## config.mk

```make
export PLATFORM = sky130hd
export DESIGN_NAME = spi_master
export DESIGN_NICKNAME = d
export VERILOG_FILES = /design/src/rtl/spi_pkg.sv /design/src/rtl/spi_master_shifter.sv /design/src/rtl/spi_master.sv
export SDC_FILE = /design/constraint.sdc
export NUM_CORES = 1
export LEC_CHECK = 0
export BUFFER_PORTS_ARGS = -buffer_cell sky130_fd_sc_hd__buf_2
export CAP_MARGIN = 40
export CORE_UTILIZATION = 60
export DETAILED_ROUTE_END_ITERATION = 6
export PLACE_DENSITY = 0.83
export REMOVE_ABC_BUFFERS = 1
export SETUP_SLACK_MARGIN = 0.1
export SYNTH_ARGS = -nofsm -noshare
export SYNTH_HDL_FRONTEND = slang
export SYNTH_SLANG_ARGS = --single-unit
```

## constraint.sdc

```tcl
create_clock -name clk -period 3 [get_ports clk]
set_clock_uncertainty 0.1 [all_clocks]
set_input_delay 0.15 -clock clk [delete_from_list [all_inputs] [get_ports clk]]
set_output_delay 0.15 -clock clk [all_outputs]
set_load 0.02 [all_outputs]
```

## src/rtl/spi_pkg.sv

```systemverilog
// Shared constants and types for the SPI RAM host initiator.
package spi_pkg;

    localparam int CMD_W  = 10;
    localparam int DATA_W = 8;

    localparam logic [1:0] OP_WR_ADDR = 2'b00;
    localparam logic [1:0] OP_WR_DATA = 2'b01;
    localparam logic [1:0] OP_RD_ADDR = 2'b10;
    localparam logic [1:0] OP_RD_DATA = 2'b11;

    typedef enum logic [2:0] {
        ST_IDLE,
        ST_START,
        ST_SHIFT,
        ST_TURN,
        ST_READ,
        ST_GAP
    } state_e;

endpackage

```

## src/rtl/spi_master_shifter.sv

```systemverilog
// Command serializer (parallel-load, MSB-first out) and response deserializer.
module spi_master_shifter
    import spi_pkg::*;
(
    input  logic              clk,
    input  logic              load,
    input  logic [CMD_W-1:0]  load_word,
    input  logic              shift_en,
    output logic              mosi_bit,
    input  logic              sample_en,
    input  logic              miso,
    output logic [DATA_W-1:0] rx_byte
);

    logic [CMD_W-1:0]  tx_q;
    logic [CMD_W-1:0]  tx_d;
    logic [DATA_W-2:0] rx_q;
    logic [DATA_W-2:0] rx_d;

    // The newest response bit is taken live so the full byte is ready on the final sample edge.
    assign rx_byte  = {rx_q, miso};
    assign mosi_bit = tx_q[CMD_W-1];

    always_comb begin
        tx_d = tx_q;
        rx_d = rx_q;
        if (load) begin
            tx_d = load_word;
        end else if (shift_en) begin
            tx_d = {tx_q[CMD_W-2:0], 1'b0};
        end
        if (sample_en) begin
            rx_d = rx_byte[DATA_W-2:0];
        end
    end

    always_ff @(posedge clk) begin
        tx_q <= tx_d;
        rx_q <= rx_d;
    end

endmodule

```

## src/rtl/spi_master.sv

```systemverilog
// SPI host initiator: frames one 10-bit command per transaction, optionally reads back a byte.
module spi_master
    import spi_pkg::*;
#(
    parameter int unsigned TURN_CYCLES = 2,
    parameter int unsigned GAP_CYCLES  = 1
) (
    input  logic       clk,
    input  logic       rst_n,
    input  logic       cmd_valid,
    output logic       cmd_ready,
    input  logic [9:0] cmd_word,
    output logic       busy,
    output logic [7:0] rd_data,
    output logic       rd_valid,
    output logic       SS_n,
    output logic       MOSI,
    input  logic       MISO
);

    localparam logic [3:0] TURN_LOAD = 4'(TURN_CYCLES - 1);
    localparam logic [3:0] GAP_LOAD  = 4'(GAP_CYCLES - 1);

    state_e      state_q, state_d;
    logic [3:0]  bit_cnt_q, bit_cnt_d;
    logic [3:0]  wait_cnt_q, wait_cnt_d;
    logic        rd_frame_q, rd_frame_d;
    logic        ss_n_q, ss_n_d;
    logic        mosi_q, mosi_d;
    logic        busy_q, busy_d;
    logic        rd_valid_q, rd_valid_d;
    logic [7:0]  rd_data_q, rd_data_d;

    logic        load;
    logic        shift_en;
    logic        sample_en;
    logic        mosi_bit;
    logic [7:0]  rx_byte;

    assign cmd_ready = (state_q == ST_IDLE) && rst_n;
    assign busy      = busy_q;
    assign rd_data   = rd_data_q;
    assign rd_valid  = rd_valid_q;
    assign SS_n      = ss_n_q;
    assign MOSI      = mosi_q;

    spi_master_shifter u_shifter (
        .clk       (clk),
        .load      (load),
        .load_word (cmd_word),
        .shift_en  (shift_en),
        .mosi_bit  (mosi_bit),
        .sample_en (sample_en),
        .miso      (MISO),
        .rx_byte   (rx_byte)
    );

    always_comb begin
        state_d    = state_q;
        bit_cnt_d  = bit_cnt_q;
        wait_cnt_d = wait_cnt_q;
        rd_frame_d = rd_frame_q;
        ss_n_d     = ss_n_q;
        mosi_d     = 1'b0;
        rd_valid_d = 1'b0;
        rd_data_d  = rd_data_q;
        load       = 1'b0;
        shift_en   = 1'b0;
        sample_en  = 1'b0;

        case (state_q)
            ST_IDLE: begin
                ss_n_d = 1'b1;
                if (cmd_valid && cmd_ready) begin
                    load       = 1'b1;
                    rd_frame_d = (cmd_word[9:8] == OP_RD_DATA);
                    ss_n_d     = 1'b0;
                    mosi_d     = cmd_word[9];
                    state_d    = ST_START;
                end
            end
            // The direction bit is sent once more as the first SHIFT bit.
            ST_START: begin
                mosi_d    = mosi_bit;
                shift_en  = 1'b1;
                bit_cnt_d = 4'd9;
                state_d   = ST_SHIFT;
            end
            ST_SHIFT: begin
                if (bit_cnt_q == 4'd0) begin
                    if (rd_frame_q) begin
                        wait_cnt_d = TURN_LOAD;
                        state_d    = ST_TURN;
                    end else begin
                        ss_n_d     = 1'b1;
                        wait_cnt_d = GAP_LOAD;
                        state_d    = ST_GAP;
                    end
                end else begin
                    mosi_d    = mosi_bit;
                    shift_en  = 1'b1;
                    bit_cnt_d = bit_cnt_q - 4'd1;
                end
            end
            ST_TURN: begin
                if (wait_cnt_q == 4'd0) begin
                    bit_cnt_d = 4'd7;
                    state_d   = ST_READ;
                end else begin
                    wait_cnt_d = wait_cnt_q - 4'd1;
                end
            end
            ST_READ: begin
                sample_en = 1'b1;
                if (bit_cnt_q == 4'd0) begin
                    rd_data_d  = rx_byte;
                    rd_valid_d = 1'b1;
                    ss_n_d     = 1'b1;
                    wait_cnt_d = GAP_LOAD;
                    state_d    = ST_GAP;
                end else begin
                    bit_cnt_d = bit_cnt_q - 4'd1;
                end
            end
            ST_GAP: begin
                ss_n_d = 1'b1;
                if (wait_cnt_q == 4'd0) begin
                    state_d = ST_IDLE;
                end else begin
                    wait_cnt_d = wait_cnt_q - 4'd1;
                end
            end
            default: begin
                ss_n_d  = 1'b1;
                state_d = ST_IDLE;
            end
        endcase

        busy_d = (state_d != ST_IDLE);
    end

    always_ff @(posedge clk) begin
        if (!rst_n) begin
            state_q    <= ST_IDLE;
            bit_cnt_q  <= 4'd0;
            wait_cnt_q <= 4'd0;
            rd_frame_q <= 1'b0;
            ss_n_q     <= 1'b1;
            mosi_q     <= 1'b0;
            busy_q     <= 1'b0;
            rd_valid_q <= 1'b0;
            rd_data_q  <= 8'h00;
        end else begin
            state_q    <= state_d;
            bit_cnt_q  <= bit_cnt_d;
            wait_cnt_q <= wait_cnt_d;
            rd_frame_q <= rd_frame_d;
            ss_n_q     <= ss_n_d;
            mosi_q     <= mosi_d;
            busy_q     <= busy_d;
            rd_valid_q <= rd_valid_d;
            rd_data_q  <= rd_data_d;
        end
    end

endmodule

```

# Word level (Yosys, flattened, before mapping)
# Index checks and enable logic that the tools add are counted.
[word_totals]
ff_bits = 41
output_inout_bits = 13
[op_classes]
n_addsub = 2
n_eq_ne = 12
n_mux = 31
n_bitwise = 1
n_reduce_logical = 18
[op_table]
columns = ["operator", "count"]
rows = [
  ["$pmux 4 s3", 2],
  ["$mux 10", 2],
  ["$mux 4", 5],
  ["$mux 3", 6],
  ["$pmux 3 s6", 1],
  ["$mux 1", 12],
  ["$ne 2x2->1 const B", 6],
  ["$reduce_bool 3->1", 3],
  ["$logic_not 4->1", 2],
  ["$reduce_and 4->1", 2],
  ["$sub 4x1->4 const B", 2],
  ["$eq 3x2->1 const B", 2],
  ["$eq 3x3->1 const B", 2],
  ["$reduce_and 2->1", 3],
  ["$reduce_or 2->1", 3],
  ["$pmux 1 s4", 1],
  ["$eq 3x1->1 const B", 1],
  ["$logic_not 3->1", 1],
  ["$pmux 1 s3", 1],
  ["$reduce_and 3->1", 1],
  ["$eq 2x2->1 const B", 1],
  ["$logic_and 1x1->1", 2],
  ["$pmux 1 s2", 1],
  ["$reduce_bool 2->1", 1],
  ["$not 1->1", 1],
]

# Longest topological paths before layout
# Gate-level depths: netlist of the first run.
[logic_depth]
depth_word = 6
depth_mapped = 6
depth_no_buf = 6

# Modules after synthesis
# From an unflattened synthesis of the first run, not the netlist that was laid out.
[unflattened]
cells_unflattened = 176
area_unflattened_um2 = 1939.4
[by_module_without_submodules]
columns = ["mod", "instances", "cells_per_inst", "area_each_um2"]
rows = [
  ["spi_master", 1, 146, 1265.0],
  ["spi_master_shifter", 1, 30, 674.4],
]

# Least setup slack after synthesis of the first run
# No wires, ideal clock.
[synth_timing]
kind = "register to register"
startpoint = "register bit_cnt_q[0]"
endpoint = "register wait_cnt_q[3]"
setup_ps = 70
arrival_time_ps = 1712
required_ps = 2830
setup_slack_ps = 1118
path_stages_with_launch = 7
synth_period_minus_slack_ps = 1882
cell_sequence = "dfxtp_1 inv_1 ha_1 or3b_4 a211o_1 or3_1 a21oi_1"
[synth_via]
elab_chain_len = 3
[synth_rtl]
columns = ["item", "line_no", "rtl"]
rows = [
  ["start, declared", "spi_master.sv:25", "logic [3:0] bit_cnt_q, bit_cnt_d;"],
  ["start signal, assigned", "spi_master.sv:155", "bit_cnt_q <= bit_cnt_d;"],
  ["$logic_not 4->1 *", "spi_master.sv:90, spi_master.sv:115", ""],
  ["$ne 2x2->1 (no line)", "-", ""],
  ["$reduce_and 4->1 (no line) *", "-", ""],
  ["end signal, assigned", "spi_master.sv:156", "wait_cnt_q <= wait_cnt_d;"],
  ["end, declared", "spi_master.sv:26", "logic [3:0] wait_cnt_q, wait_cnt_d;"],
]
# Every way passes the cells marked *; elsewhere a longest branch is shown, timed or not.
# A chain may end at the register's enable or synchronous reset.

# Worst setup path after layout of the first run
[layout_timing]
startpoint = "register state_q[1]"
endpoint = "register rd_frame_q"
[layout_via]
elab_chain_len = 4
[layout_rtl]
columns = ["item", "line_no", "rtl"]
rows = [
  ["start, declared", "spi_master.sv:24", "state_e state_q, state_d;"],
  ["start signal, assigned", "spi_master.sv:154", "state_q <= state_d;"],
  ["$logic_not 3->1 *", "spi_master.sv:40, spi_master.sv:71", ""],
  ["$logic_and 1x1->1", "spi_master.sv:40", "assign cmd_ready = (state_q == ST_IDLE) && rst_n;"],
  ["$logic_and 1x1->1", "spi_master.sv:74", "if (cmd_valid && cmd_ready) begin"],
  ["$reduce_and 2->1 (no line) *", "-", ""],
  ["end signal, assigned", "spi_master.sv:157", "rd_frame_q <= rd_frame_d;"],
  ["end, declared", "spi_master.sv:27", "logic rd_frame_q, rd_frame_d;"],
]
# Marks and branches as above.

==> metrics.txt, run 1 <==
number of synthesized flops with an enable pin 17; DRC violations left 3; #FFs+latches synth just over 40; commonest register cell after synthesis dfxtp_1; cell count after synthesis 199; Hold Path Class input port to register; DRT antenna net count 0; WL final between 3000 and 4000 µm; Layout Nets ~260; violated checks design-rule violations; fraction of layout cells with a size suffix above 1 between 10% and 20%; count of final setup violators 0; Placed Instance Area approximately 0.002 mm²; vias in the first global route around 1500; # diodes 0; post-synthesis sequential area ratio roughly 53%; Max-cap violations 0; Max-slew headroom roughly 60%; Static Leak a little under 0.9 nW; synth top area cells edfxtp_1 28%, dfxtp_1 26%, nand2_1 9.1%; Yosys top cell area share between 20% and 30%; WP data required 3.19 ns; Max Slew Vio Count 0; worst setup margin around 0.58 ns; setup TNS 0 ns; vias per inst around 6; Detailed Routing Iterations Pass 1 7; area growth from synthesis to layout 19.4%; post-route cell area about 0.0022 mm²; slew at the pin closest to its max-slew limit ~0.6 ns; yosys warns 0; total via count in the routed design around 1600; Tot Pwr 0.00212 W; RSZ-0062 raised after global routing false; worst slack at placement approximately 0.91 ns; DP HPWL 2590 µm; CP max stage delay between 0.5 and 0.6 ns; Initial Util between 60% and 70%; # port buffers 26; post-CTS setup buffers 0; leading area contributor after synthesis edfxtp_1; Synth async-reset ratio 0%; status finished, violations left; Top-Level Pins 27; row cnt 19; peak supply drop 0.673 mV; worst hold slack roughly 0.034 ns; worst-path cell chain nor3_1 -> and3_1 -> nand3_1 -> dlygate4sd3_1 -> a21oi_1; fin crit share approximately four fifths; WP data arrival 2.61 ns; H-tree depth 2; clock buffer count from CTS 5; RePlAce Congestion between 0.8 and 0.9; GRT Total Usage between 20% and 30%; Syn Area/Cell 9.31 µm²; Root Driver clkbuf_4; commonest cells in the netlist 45 x nand2_1, 24 x dfxtp_1, 19 x a21oi_1; Core ar. between 0.002 and 0.003 mm²; die height approximately 58 µm; clock latency on the worst-skew pair ~0.35 ns; worst path bufs/invs 1; Clock transition at path regs between 0.1 and 0.15 ns; Max Clk Rate a little over 400 MHz; first-pass GRT wire length slightly below 7000 µm; initial antenna violation count 0; Max FO, Critical Path 17; die area 0.00331 mm²; Worst Path Class, Setup register to register; Initial DRC Count 86; GR Overflow Total 0; die extent in x about 58 µm; cell area after synthesis approximately 0.0019 mm²; largest net degree at the start of global routing 19; Max clock buf depth 2; crit start category register; Pwr Density 958 mW/mm²; post-route minimum period 2.42 ns; wire per inst between 10 and 15 µm; Slowest cell on crit path dlygate4sd3_1; clock sinks 41; final hold vios 0; most frequent cell after synthesis nand2_1; synth unique cells between 40 and 50; CTS tree done; top cell family by delay on the critical path simple AND/OR/NAND/NOR gates; Critical Path Sink Type register
==> registers in the layout, indices dropped and copies added, names as in the netlist <==
| signal | flops |
|---|---|
| u_shifter.tx_q | 10 |
| rd_frame_q | 1 |
| state_q | 3 |
| MOSI | 1 |
| busy | 1 |
| rd_data | 8 |
| u_shifter.rx_q | 7 |
| SS_n | 1 |
| bit_cnt_q | 4 |
| rd_valid | 1 |
| wait_cnt_q | 4 |
==> repair_timing <==
action,in CTS,in global routing
endpoints found under the hold margin,13,0
hold buffers,12,0
gates resized for setup,0,0
==> metal layers <==
metal	share of wire (%)	vias up	wire (µm)	GRT usage [%]
li1	-	782	-	-
met1	44	737	1720	35.6
met2	51	50	1990	44.7
met3	4.6	4	179	4.99
met4	0.59	0	23	6.62
met5	0	-	0	0
==> cells in the final DEF, fill, tap and decap left out, types with 2 or more instances in the layout <==
master and instances:
a211oi_1 3, ha_1 4, buf_2 26, or3_1 3, o21ai_0 11, dlygate4sd3_1 12, a21oi_1 19, nor2b_1 2
edfxtp_1 17, o221ai_1 2, o22ai_1 2, o21a_1 2, inv_1 9, and2_1 3, clkbuf_4 5, dfxtp_1 24
buf_4 3, nor2_1 3, nor3_1 5, nand3_1 10, nand2b_1 3, nand2_1 45, nor3b_2 2
==> worst reg2reg max path: stages, from the launching register on <==
cell,delay (ns)
dfxtp_1,0.50
nor3_1,0.42
and3_1,0.52
nand3_1,0.13
dlygate4sd3_1,0.57
a21oi_1,0.14
==> metrics by stage <==
step	cells	utilization, %
after CTS	270	78.2
after global routing	270	78.2
final	270	78.2
after detailed placement	250	71.2
after global placement	250	71.2
after floorplan	190	-
==> logic make-up after synthesis <==
kind of cell	after synthesis	share of synthesized area (%)
AOI/OAI and AO/OA	49	16.4
xor gates and xnor gates	2	0.945
muxes	1	0.608
adders and majority gates	4	2.70
and+or+nand+nor	84	22.1
DFF	41	53.5
buffers and inverters	18	3.71
==> worst paths after layout <==
check	start	depth (start not counted)	slack (ns)	to
max reg2reg	state_q[1]	5	0.58	rd_frame_q
min reg2reg	rd_data[4]	2	0.36	rd_data[4]
min	cmd_word[9]	3	0.03	u_shifter.tx_q[9]
max	state_q[1]	5	0.58	rd_frame_q
==> layout make-up <==
class	count	area, µm²
Tap cell	31	38.8
Clock inverter	2	16.3
Clock buffer	6	62.6
Timing Repair Buffer	41	273
Fill cell	190	616
Sequential cell	41	991
Inverter	9	33.8
Multi-Input combinational cell	140	798
==> where the power goes <==
group	internal (W)	total, W	switching, W
sequential	0.000785	0.000914	0.000128
combinational	0.000365	0.000881	0.000515
clock	0.000143	0.000325	0.000182
Note: power is estimated with default switching activity, not from simulation.
==> inputs of run 2 (changes only) <==
--- a/config.mk
+++ b/config.mk
@@ -5,11 +5,12 @@
 export SDC_FILE = /design/constraint.sdc
 export NUM_CORES = 1
 export LEC_CHECK = 0
+export ABC_AREA = 1
 export BUFFER_PORTS_ARGS = -buffer_cell sky130_fd_sc_hd__buf_2
 export CAP_MARGIN = 40
-export CORE_UTILIZATION = 60
+export CORE_UTILIZATION = 56
 export DETAILED_ROUTE_END_ITERATION = 6
-export PLACE_DENSITY = 0.83
+export PLACE_DENSITY = 0.78
 export REMOVE_ABC_BUFFERS = 1
 export SETUP_SLACK_MARGIN = 0.1
 export SYNTH_ARGS = -nofsm -noshare
==> constraint.sdc (replaced) <==
create_clock -name clk -period 2.4 [get_ports clk]
set_clock_uncertainty 0.1 [all_clocks]
set_input_delay 0.12 -clock clk [delete_from_list [all_inputs] [get_ports clk]]
set_output_delay 0.12 -clock clk [all_outputs]
set_load 0.02 [all_outputs]
==> run 2 against run 1 <==
  * The run now ends clean
  * Setup slack worse by 0.18 ns
  * Via count up 1.0%
  * Total power up 4.6%
  * Die area up 9.7%
  * Utilization down 5.6 points
  * Clock power up 37%
  * Worst hold slack worse by 0.014 ns
  * Final area up 2.7%
  * Register-to-register slack worse by 0.18 ns
  * Synthesized cell count up 19%
  * Critical endpoint unchanged
  * Largest cell class unchanged
  * Highest routed layer unchanged
==> metrics.txt, run 2 <==
status finished, final reports clean (was finished, violations left); post-route minimum period 2.00 ns (was 2.42 ns); synth top area cells edfxtp_1 27%, dfxtp_1 25%, nand2_1 13% (was edfxtp_1 28%, dfxtp_1 26%, nand2_1 9.1%); Yosys top cell area share 26.8% (was 27.5%); WP data arrival 2.20 ns (was 2.61 ns); most frequent cells in the layout 68 x nand2_1, 33 x nor2_1, 26 x buf_2, 24 x dfxtp_1, 22 x inv_1 (was 45 x nand2_1, 26 x buf_2, 24 x dfxtp_1, 19 x a21oi_1, 17 x edfxtp_1); Synth async-reset ratio 0% (unchanged); most frequent cell after synthesis nand2_1 (unchanged); Core ar. 0.00313 mm² (was 0.00283 mm²); setup TNS 0 ns (unchanged); # diodes 0 (unchanged); CTS tree done (unchanged); initial antenna violation count 0 (unchanged); number of flip-flops in the largest register 10 (unchanged); GR Overflow Total 0 (unchanged); Max Clk Rate 500 MHz (was 413 MHz); yosys warns 0 (unchanged); Critical Path Sink Type register (unchanged); Static Leak 1.10 nW (was 0.891 nW); RSZ-0062 raised after global routing false (unchanged); fin crit share 83.3% (was 80.6%); fraction of layout cells with a size suffix above 1 19.0% (was 18.0%); clock sinks 41 (unchanged); number of synthesized flops with an enable pin 17 (unchanged); Core Util, Final 72.7% (was 78.2%); Clock transition at path regs 0.12 ns (was 0.14 ns); WP data required 2.60 ns (was 3.19 ns); clock buffer count from CTS 5 (unchanged); area growth from synthesis to layout 19.4% (about the same); Top-Level Pins 27 (unchanged); Combinational Power Share 35.5% (was 41.5%); vias per inst 4.92 (was 5.83); cts hold-fix bufs 12 (unchanged); GRT Total Usage 23.1% (was 26.6%); Layout Nets 296 (was 256); Sw Share 36.6% (was 38.9%); post-synthesis sequential area ratio 52.0% (was 53.5%); Pwr Density 975 mW/mm² (was 958 mW/mm²); Syn Area/Cell 8.04 µm² (was 9.31 µm²); die extent in x 60.3 µm (was 57.6 µm); cell area after synthesis 0.00190 mm² (was 0.00185 mm²); leading area contributor after synthesis edfxtp_1 (unchanged); total via count in the routed design 1589 (was 1573); Initial Util 60.9% (was 65.5%); Clock Power Share 20.1% (was 15.3%); wire per inst 11.3 µm (was 14.5 µm); cts repair resizes 0 (unchanged); Detailed Routing Iterations Pass 1 4 (was 7); H-tree depth 2 (unchanged); final hold vios 0 (unchanged); row cnt 20 (was 19); WL final 3650 µm (was 3910 µm); commonest register cell after synthesis dfxtp_1 (unchanged); count of final setup violators 0 (unchanged); Initial DRC Count 65 (was 86); register share of total power 44.4% (was 43.1%); # port buffers 26 (unchanged); peak supply drop 0.695 mV (was 0.673 mV); commonest cells in the netlist 68 x nand2_1, 33 x nor2_1, 24 x dfxtp_1 (was 45 x nand2_1, 24 x dfxtp_1, 19 x a21oi_1); die height 60.3 µm (was 57.6 µm); RePlAce Congestion 0.825 (was 0.823); Tot Pwr 0.00222 W (was 0.00212 W); largest net degree at the start of global routing 19 (unchanged); vias in the first global route 1411 (was 1491); Root Driver clkbuf_4 (unchanged); Max FO, Critical Path 9 (was 17); Worst Path Class, Setup register to register (unchanged); #FFs+latches synth 41 (unchanged); crit start category register (unchanged); cell count after synthesis 237 (was 199); sw power 0.000811 W (was 0.000826 W); Hold Path Class input port to register (unchanged); Max-cap violations 0 (unchanged); DRC violations left 0 (was 3); Max-slew headroom 67.5% (was 60.0%); Biggest register u_shifter.tx_q (unchanged); Fillers 256 (was 190); post-CTS setup buffers 0 (unchanged); synth unique cells 26 (was 42); first-pass GRT wire length 6060 µm (was 6780 µm); DRT antenna net count 0 (unchanged); die area 0.00364 mm² (was 0.00331 mm²); Int Pwr 0.00141 W (was 0.00129 W); Max clock buf depth 2 (unchanged); clock latency on the worst-skew pair 0.35 ns (about the same); Max Slew Vio Count 0 (unchanged); most common cell after layout, fill and taps aside nand2_1 (unchanged); slew at the pin closest to its max-slew limit 0.486 ns (was 0.596 ns); DP HPWL 2480 µm (was 2590 µm)
run 2: cell count changes in the layout (fill, tap and decap cells not counted), moves of 4 or more:
cell and delta:
nand3_1 +5, inv_1 +13, nor2_1 +30, nand2_2 +5
nor2_2 +5, a21oi_1 -11, nor3_1 -5, inv_2 +5
nand4_1 +4, nand2_1 +23
run 2: area by class of cell:
type                       instances  area [µm²]  share of cell area (%)
multi-input combinational        163         785                    34.5
clock buffer                       6        41.3                    1.82
sequential                        41         991                    43.6
tap                               44        55.1                    2.42
clock inverter                     2        38.8                    1.71
inverter                          28         105                    4.62
timing repair buffer              39         258                    11.3
run 2: kinds of logic after synthesis:
group	Yosys count	share of synthesized area, %
AOI/OAI and AO/OA	23	6.44
xor gates and xnor gates	2	0.920
and+or+nand+nor	134	31.2
buffers and inverters	33	6.77
DFF	41	52.0
adders and majority gates	4	2.63
run 2: power groups by stage:
stage,sequential [W],combinational (W),clock (W)
floorplan,0.00103,0.000560,0
global placement,0.000998,0.000763,0
detailed placement,0.000998,0.000773,0
CTS,0.000984,0.000792,0.000457
global route,0.00100,0.000903,0.000484
finish,0.000984,0.000787,0.000446
run 2: metal layers:
metal,share of wire [%],vias to the layer above,global-route usage [%]
met3,3.6,7,6.06
met1,46,712,30.2
met5,0,-,0
met4,1.6,0,7.97
li1,-,838,-
met2,49,32,37.0
run 2: critical path, cell delays in order, from the launching register on:
cell	delay, ns
dfxtp_1	0.41
nor2_2	0.21
nand4_2	0.22
clkinv_1	0.24
nand3_1	0.09
dlygate4sd3_1	0.57
a21oi_1	0.11
run 2: final timing paths:
path                      from           endpoint  slack [ns]  depth (start not counted)
min reg2reg  u_shifter.rx_q[4]  u_shifter.rx_q[5]        0.36                          0
max reg2reg         state_q[0]         rd_frame_q        0.40                          6
max                 state_q[0]         rd_frame_q        0.40                          6
min                      rst_n               SS_n        0.02                          2
run 2: stage by stage:
step	cells	setup slack, ns	area [µm²]	hold slack [ns]
floorplan	232	0.788	1880	0.105
global placement	303	0.659	2070	0.214
detailed placement	303	0.615	2070	0.213
CTS	323	0.397	2270	0.00919
global route	323	0.253	2270	0.0210
finish	323	0.400	2270	0.0206
==> inputs of run 3 (changes only) <==
==> constraint.sdc (replaced) <==
create_clock -name clk -period 1.9 [get_ports clk]
set_clock_uncertainty 0.1 [all_clocks]
set_input_delay 0.095 -clock clk [delete_from_list [all_inputs] [get_ports clk]]
set_output_delay 0.095 -clock clk [all_outputs]
set_load 0.02 [all_outputs]
==> run 3 against run 2 <==
  * Flip-flop and latch count unchanged
  * Largest power group unchanged
  * Highest routed layer unchanged
  * First-iteration DRC count shrank 11%
  * Non-clock buffer count increased by 3
  * Utilization increased by 1.3 points
  * Via count grew 4.8%
  * Global-route usage up 1.7 points
  * Final area rose by 1.8%
  * Sequential power up 27%
  * Fmax rose by 15%
==> metrics.txt, run 3 (synthesis gave the netlist of run 2 again) <==
slew at the pin closest to its max-slew limit 0.490 ns (was 0.486 ns); first-pass GRT wire length 6510 µm (was 6060 µm); # port buffers 26 (unchanged); WL final 3990 µm (was 3650 µm); Sw Share 37.0% (was 36.6%); clock buffer count from CTS 5 (unchanged); Detailed Routing Iterations Pass 1 4 (unchanged); grt met1 use 29.8% (was 30.2%); Int Pwr 0.00182 W (was 0.00141 W); vias in the first global route 1514 (was 1411); RSZ-0062 raised after global routing true (was false); Max Clk Rate 577 MHz (was 500 MHz); DRC violations left 0 (unchanged); Max-slew headroom 67.2% (was 67.5%); total via count in the routed design 1666 (was 1589); Combinational Power Share 35.7% (was 35.5%); fin crit share 91.1% (was 83.3%); final hold vios 0 (unchanged); Pwr Density 1250 mW/mm² (was 975 mW/mm²); setup TNS 0 ns (unchanged); DP HPWL 2610 µm (was 2480 µm); most frequent cells in the layout 66 x nand2_1, 33 x nor2_1, 26 x buf_2, 24 x dfxtp_1, 22 x inv_1 (was 68 x nand2_1, 33 x nor2_1, 26 x buf_2, 24 x dfxtp_1, 22 x inv_1); Critical Path Sink Type register (unchanged); Top-Level Pins 27 (unchanged); Worst Path Class, Setup register to register (unchanged); initial antenna violation count 0 (unchanged); Root Driver clkbuf_4 (unchanged); largest net degree at the start of global routing 18 (was 19); Biggest register u_shifter.tx_q (unchanged); GRT Total Usage 24.8% (was 23.1%); number of flip-flops in the largest register 10 (unchanged); met3 usage in global routing 6.93% (was 6.06%); WP data required 1.88 ns (was 2.60 ns); Clock Power Share 21.2% (was 20.1%); CTS tree done (unchanged); row cnt 20 (unchanged); Hold Path Class input port to register (unchanged); GR Overflow Total 0 (unchanged); worst hold slack 0.0490 ns (was 0.0206 ns); vias per inst 5.11 (was 4.92); post-route minimum period 1.73 ns (was 2.00 ns); grt peak-use layer met2 (unchanged); Max FO, Critical Path 10 (was 9); clock sinks 41 (unchanged); area growth from synthesis to layout 21.6% (was 19.4%); WP data arrival 1.71 ns (was 2.20 ns); most common cell after layout, fill and taps aside nand2_1 (unchanged); Initial Util 60.9% (unchanged); # diodes 0 (unchanged); die extent in x 60.3 µm (unchanged); fraction of layout cells with a size suffix above 1 21.3% (was 19.0%); DRT antenna net count 0 (unchanged); RePlAce Congestion 0.847 (was 0.825); sw power 0.00107 W (was 0.000811 W); die area 0.00364 mm² (unchanged); H-tree depth 2 (unchanged); Initial DRC Count 58 (was 65); status finished, final reports clean (unchanged); Max-cap violations 0 (unchanged); wire per inst 12.2 µm (was 11.3 µm); Static Leak 1.12 nW (was 1.10 nW); Fillers 244 (was 256); Max Slew Vio Count 0 (unchanged); Layout Nets 299 (was 296); die height 60.3 µm (unchanged); count of final setup violators 0 (unchanged); Max clock buf depth 2 (unchanged); crit start category register (unchanged); Core ar. 0.00313 mm² (unchanged); register share of total power 43.1% (was 44.4%); R2R Setup Slk 0.17 ns (was 0.40 ns); Clock transition at path regs 0.13 ns (was 0.12 ns); clock latency on the worst-skew pair 0.36 ns (was 0.35 ns); GRT met2 Usage 42.9% (was 37.0%); peak supply drop 0.794 mV (was 0.695 mV)
## run 3: changes by cell type in the layout (fill, tap and decap cells not counted), sizes merged
cell,previous run,this run
buf,27,31
dlygate4sd3,12,11
clkbuf,6,7
inv,27,28
bufinv,1,0
clkinv,2,1
## run 3: layout make-up
cell class	count	area [µm²]	area share, %
timing repair buffer	42	278	12.0
tap	44	55.1	2.38
multi-input combinational	163	790	34.1
inverter	28	105	4.54
sequential	41	991	42.8
clock inverter	1	8.76	0.378
clock buffer	7	87.6	3.78
## run 3: routing by layer
metal	part of all wire (%)	up-vias
li1	-	846
met1	44	778
met2	50	35
met3	4.5	7
met4	1.4	0
met5	0	-
## run 3: through the flow
| stage | power (W) | setup WS (ns) | instance area, µm² | instances | util, % |
|---|---|---|---|---|---|
| 2_1_floorplan | 0.00200 | 0.288 | 1880 | 232 | - |
| 5_1_grt | 0.00308 | 0.00857 | 2310 | 326 | 74.0 |
| 3_3_place_gp | 0.00224 | 0.161 | 2100 | 307 | 67.2 |
| 3_5_place_dp | 0.00226 | 0.105 | 2100 | 307 | 67.2 |
| 4_1_cts | 0.00289 | 0.184 | 2310 | 326 | 73.9 |
| 6_report | 0.00289 | 0.168 | 2310 | 326 | 74.0 |
## run 3: worst max-delay path: stages, from the launching register on
cell	delay, ns
dfxtp_1	0.33
inv_1	0.13
ha_1	0.19
nand3_1	0.13
a21oi_1	0.34
nand2_2	0.24
## run 3: final timing paths
path                            cells past startpoint                 to               from
worst max register to register                      5  u_shifter.tx_q[6]       bit_cnt_q[0]
worst min register to register                      0  u_shifter.rx_q[4]  u_shifter.rx_q[3]
worst max-delay path                                5  u_shifter.tx_q[6]       bit_cnt_q[0]
worst min-delay path                                3               SS_n              rst_n
## run 3: repair_timing
| item | 4_1_cts | 5_1_grt |
|---|---|---|
| gates cloned | 0 | 0 |
| endpoints found under the hold margin | 12 | 0 |
| buffers inserted | 0 | 0 |
| gates resized for setup | 1 | 1 |
| hold buffers | 11 | 0 |
| pin swaps | 0 | 0 |
| endpoints found under the setup margin | 10 | 19 |
## run 3: power by group through the flow
stage | combinational, W | sequential (W) | clock (W)
6_report | 0.00103 | 0.00125 | 0.000612
2_1_floorplan | 0.000707 | 0.00130 | 0
3_5_place_dp | 0.000998 | 0.00126 | 0
3_3_place_gp | 0.000986 | 0.00126 | 0
4_1_cts | 0.00103 | 0.00124 | 0.000619
5_1_grt | 0.00116 | 0.00127 | 0.000654
